--- config.mk ---
export PLATFORM = sky130hd
export DESIGN_NAME = dpram_fifo
export DESIGN_NICKNAME = d
export VERILOG_FILES = /design/src/rtl/dpram_fifo.sv
export SDC_FILE = /design/constraint.sdc
export NUM_CORES = 2
export LEC_CHECK = 0
export ABC_AREA = 1
export ABC_CLOCK_PERIOD_IN_PS = 5400
export CAP_MARGIN = 20
export CORE_ASPECT_RATIO = 1.75
export CORE_MARGIN = 2
export CORE_UTILIZATION = 45
export DETAILED_ROUTE_END_ITERATION = 6
export DONT_BUFFER_PORTS = 1
export GPL_ROUTABILITY_DRIVEN = 0
export MAX_ROUTING_LAYER = met4
export SLEW_MARGIN = 20
export SYNTH_ARGS = -nofsm -noshare
export SYNTH_HDL_FRONTEND = slang
export SYNTH_SLANG_ARGS = --single-unit
export TNS_END_PERCENT = 30
--- constraint.sdc ---
create_clock -name clk -period 5.4 [get_ports clk]
set_input_delay 1.08 -clock clk [delete_from_list [all_inputs] [get_ports clk]]
set_output_delay 1.08 -clock clk [all_outputs]
set_load 0.05 [all_outputs]
--- src/rtl/dpram_fifo.sv ---
// First-word-fall-through single-clock FIFO on per-bit distributed dual-port RAM.
// Define DPRAM_FIFO_ERR_EN to build the sticky overflow/underflow flags.
module dpram_fifo #(
    parameter int WIDTH        = 33,
    parameter int DEPTH_LOG2   = 6,
    parameter int AFULL_THRESH = 56
) (
    input  logic                  clk,
    input  logic                  rst,
    input  logic [WIDTH-1:0]      din,
    input  logic                  wr_en,
    input  logic                  rd_en,
    output logic [WIDTH-1:0]      dout,
    output logic                  empty,
    output logic                  full,
    output logic                  almost_full,
    output logic [DEPTH_LOG2:0]   count,
    output logic                  overflow,
    output logic                  underflow
);

    localparam int                DEPTH  = 2 ** DEPTH_LOG2;
    localparam logic [DEPTH_LOG2:0] AF_LVL = (DEPTH_LOG2 + 1)'(AFULL_THRESH);

    logic [DEPTH_LOG2:0]   ra;
    logic [DEPTH_LOG2:0]   wa;
    logic [DEPTH_LOG2-1:0] ra_idx;
    logic [DEPTH_LOG2-1:0] wa_idx;
    logic                  rd_acc;
    logic                  wr_acc;
    logic                  mem_we;

    assign ra_idx = ra[DEPTH_LOG2-1:0];
    assign wa_idx = wa[DEPTH_LOG2-1:0];

    // Flags and count depend only on the registered pointers.
    assign empty       = (ra == wa);
    assign full        = (ra_idx == wa_idx) && (ra[DEPTH_LOG2] != wa[DEPTH_LOG2]);
    assign count       = wa - ra;
    assign almost_full = (count >= AF_LVL);

    // Handshake: rd_en pops the head shown on dout and takes effect only when
    // !empty; wr_en pushes din and takes effect when !full, or when full and a
    // pop is accepted in the same cycle (the write reuses the vacated slot).
    assign rd_acc = rd_en && !empty;
    assign wr_acc = wr_en && (!full || rd_acc);
    assign mem_we = wr_acc && !rst;

    always_ff @(posedge clk) begin
        if (rst) begin
            ra <= '0;
            wa <= '0;
        end else begin
            if (rd_acc) ra <= ra + 1'b1;
            if (wr_acc) wa <= wa + 1'b1;
        end
    end

    // One DEPTH x 1 slice per data bit: synchronous write, asynchronous read.
    for (genvar b = 0; b < WIDTH; b++) begin : g_slice
        logic [DEPTH-1:0] slice;

        always_ff @(posedge clk) begin
            if (mem_we) slice[wa_idx] <= din[b];
        end

        assign dout[b] = slice[ra_idx];
    end

`ifdef DPRAM_FIFO_ERR_EN
    logic ovf_q;
    logic udf_q;

    always_ff @(posedge clk) begin
        if (rst) begin
            ovf_q <= 1'b0;
            udf_q <= 1'b0;
        end else begin
            if (wr_en && !wr_acc) ovf_q <= 1'b1;
            if (rd_en && empty)   udf_q <= 1'b1;
        end
    end

    assign overflow  = ovf_q;
    assign underflow = udf_q;
`else
    assign overflow  = 1'b0;
    assign underflow = 1'b0;
`endif

endmodule

==> out/metrics.yaml <==
timing:
  drv_slew: 0
  timing.final.crit_share_pct: 95.2
  clock.fmax_mhz: 194
  tightestPinTransition_ps: 1030
  fin_setup_tns_ps: 0
  clock_skew_ps: 46.0
  slew_headroom_pct: 31.3
  rsz0062_at_grt: "false"
  final-setup-viol-count: 0
  min_period_ps: 5140
  hold_viol_final: 0
  timing.final.ws_setup_ps: 258
setup_path:
  startpoint_type: "flip-flop"
  cp.arrival_ps: 4060
  critPathCaptureType: "output pin"
  crit_fanout: 154
  crit_chain: "buf_16 > buf_4 > nand2_1 > nand2_1 > nand2_1 > nand3_1 > nand3_1 > nand2_1 > nand2_1 > nand2_1 > inv_1 > nand2_1 > buf_12"
  cp_slowest_cell: "dfxtp_4"
  required_ps: 4320
  crit_type: "flip-flop to output pin"
  crit_family: "simple AND/OR/NAND/NOR gates"
  cp_num_buf_inv: 4
  crit_path_max_incr_delay_ps: 760
  cp_common_cell: "nand2_1"
drt:
  viasPerCell: 5.29
  drc: 0
  num_vias: 59700
  firstDrtPassIters: 6
  routed_wl_um: 255000
  drtIter0Drc: 5261
  final_antenna_net_count: 0
  post_drt_wl_per_cell_um: 22.6
place:
  port_buffers: 0
  placed_cell_area_mm2: 0.0946
  post-dp-hpwl_um: 146000
  place_ws_ps: 1010
  post-place-cells: 10900
synth:
  synth-main-ff-cell: "edfxtp_1"
  synth.avg_cell_area_um2: 10.5
  synth_cell_type_count: 34
  synth.most_common_cell: "nand2_1"
  synth_commonest_cells: "2861 x nand2_1, 2112 x edfxtp_1, 1032 x inv_1"
  netlist_area_mm2: 0.0903
  ys_async_sr_fraction_pct: 0
  yosys.area.top_type: "edfxtp_1"
  ys_seq_area_share_pct: 70.5
  synth_top_area_share_pct: 70.2
  synth.area.top_cells: "edfxtp_1 70%, nand2_1 12%, nand3_1 5.4%, inv_1 4.3%, nor2_1 2.9%"
  synth_seq_cells: 2126
  postSynthCellCount: 8574
  synth_edf_count: 2112
  yosysWarnings: 0
floorplanning:
  die_area_mm2: 0.204
  coreArea_mm2: 0.200
  die_x_um: 343
  num_io_pins: 82
  rows: 217
  initial_utilization_pct: 45.3
  die_y_um: 597
run_status:
  status: "finished clean"
clock_tree:
  cts-buffers-inserted: 190
  clk_latency_ps: 850
  htreeDepth: 4
  clock_sinks: 2126
  cts_tree: "yes"
  clockBufferDepth: 4
  path_clk_slew_ps: 70
  cts-root-buf: "clkbuf_16"
global_routing:
  antenna_found_initial: 8
  grt_pass1_wl_um: 375000
  grt_pass1_vias: 57600
  track_usage_pct: 25.5
  grt_max_degree: 178
  grt.overflow.total: 0
power_and_ir_drop:
  leakage_uw: 0.0398
  powerDensity_mw_per_mm2: 366
  ir_drop_mv: 0.278
run:
  maxCapViolCount: 0
layout:
  fin_nets: 8551
  drive_gt1_share_pct: 6.35
  layout.cells.non_filler: 11300
  areaGrowthSynthToFinish_pct: 11.4
  fin_area_mm2: 0.101
  fin_util_pct: 50.4
min_path:
  hold_path.class: "input port to flip-flop"
-- final cells by class --
cell class	instances	area, um^2
Multi-Input combinational cell	4960	21100
Sequential cell	2126	63700
Fill cell	17400	99000
Tap cell	2628	3290
Clock inverter	101	917
Inverter	1040	3930
Timing Repair Buffer	187	2620
Antenna cell	7	17.5
Clock buffer	233	5020
-- layout by cell type, fill, tap and decap left out, types with 3 or more instances in the layout --
| cell | n |
|---|---|
| clkinvlp_4 | 5 |
| or2_2 | 27 |
| clkbuf_16 | 195 |
| clkinv_1 | 45 |
| a21oi_1 | 75 |
| buf_12 | 94 |
| dfxtp_4 | 3 |
| o21ai_0 | 244 |
| nor2_4 | 66 |
| clkinv_2 | 34 |
| and3_1 | 5 |
| buf_4 | 91 |
| diode_2 | 7 |
| inv_6 | 3 |
| xor2_1 | 7 |
| ha_1 | 8 |
| nor3_1 | 8 |
| nor2_1 | 622 |
| inv_1 | 1030 |
| edfxtp_1 | 2112 |
| clkbuf_1 | 38 |
| nand2_1 | 2861 |
| o211ai_1 | 7 |
| dfxtp_1 | 11 |
| nand3_1 | 970 |
| o21ai_1 | 40 |
| bufinv_16 | 17 |
| xnor2_1 | 6 |
-- sequential cells by signal, indices dropped and copies added (netlist names) --
signal / count
g_slice.slice: 2112
ra: 7
wa: 7
-- worst paths after layout --
kind	start	endpoint	slack (ps)	depth (start not counted)
worst max-delay path	ra[0]	dout[16]	260	13
worst min-delay path	rst	wa[3]	300	1
worst max register to register	ra[2]	g_slice[20].slice[51]	1410	13
worst min register to register	ra[5]	ra[5]	500	2
-- cells by family (layout without fill, tap and decap cells) --
kind of cell             Yosys count  count (layout)  synth area share, %
AO/OA/AOI/OAI                    370             370                 2.08
XOR/XNOR                          13              13                0.126
adder cells (fa/ha/maj)            9               9                0.133
buffers and inverters           1489            1561                 6.68
flip-flops                      2126            2126                 70.5
other                              1               9              0.00415
AND/OR/NAND/NOR                 4566            4566                 20.4
-- routing by layer --
metal | share of wire, % | track usage, % | wire length [um]
met3 | 5.8 | 2.98 | 14700
met1 | 38 | 30.3 | 97200
met4 | 5.4 | 12.5 | 13700
met5 | 0 | - | 0
met2 | 51 | 42.8 | 130000
-- through the flow --
stage                     total power (uW)  hold WS, ps
after global routing                 38000          269
final                                36800          299
after detailed placement             23800          486
after global placement               23800          479
after floorplan                      22000          470
after CTS                            37000          269
-- repair_timing --
action | in CTS | in global routing
hold buffers | 0 | 0
buffers inserted | 0 | 0
resized for setup | 0 | 1
endpoints found under the setup margin | 0 | 1
-- power breakdown --
part	switching, uW	internal [uW]	total [uW]
logic	3680	1540	5220
registers	46.4	18200	18200
clock network	5960	7400	13400
-- worst reg2reg max path, stage by stage (launching register included) --
cell and delay, ps:
dfxtp_4 850, inv_6 50, ha_1 400, nand2_1 150
nor2_1 90, nand3_1 120, nand2_1 60, buf_4 170
nand2_1 90, nand2_2 110, nor2_1 250, nand2_1 460
nor2_4 660, buf_12 240
Note: power is estimated with default switching activity, not from simulation.
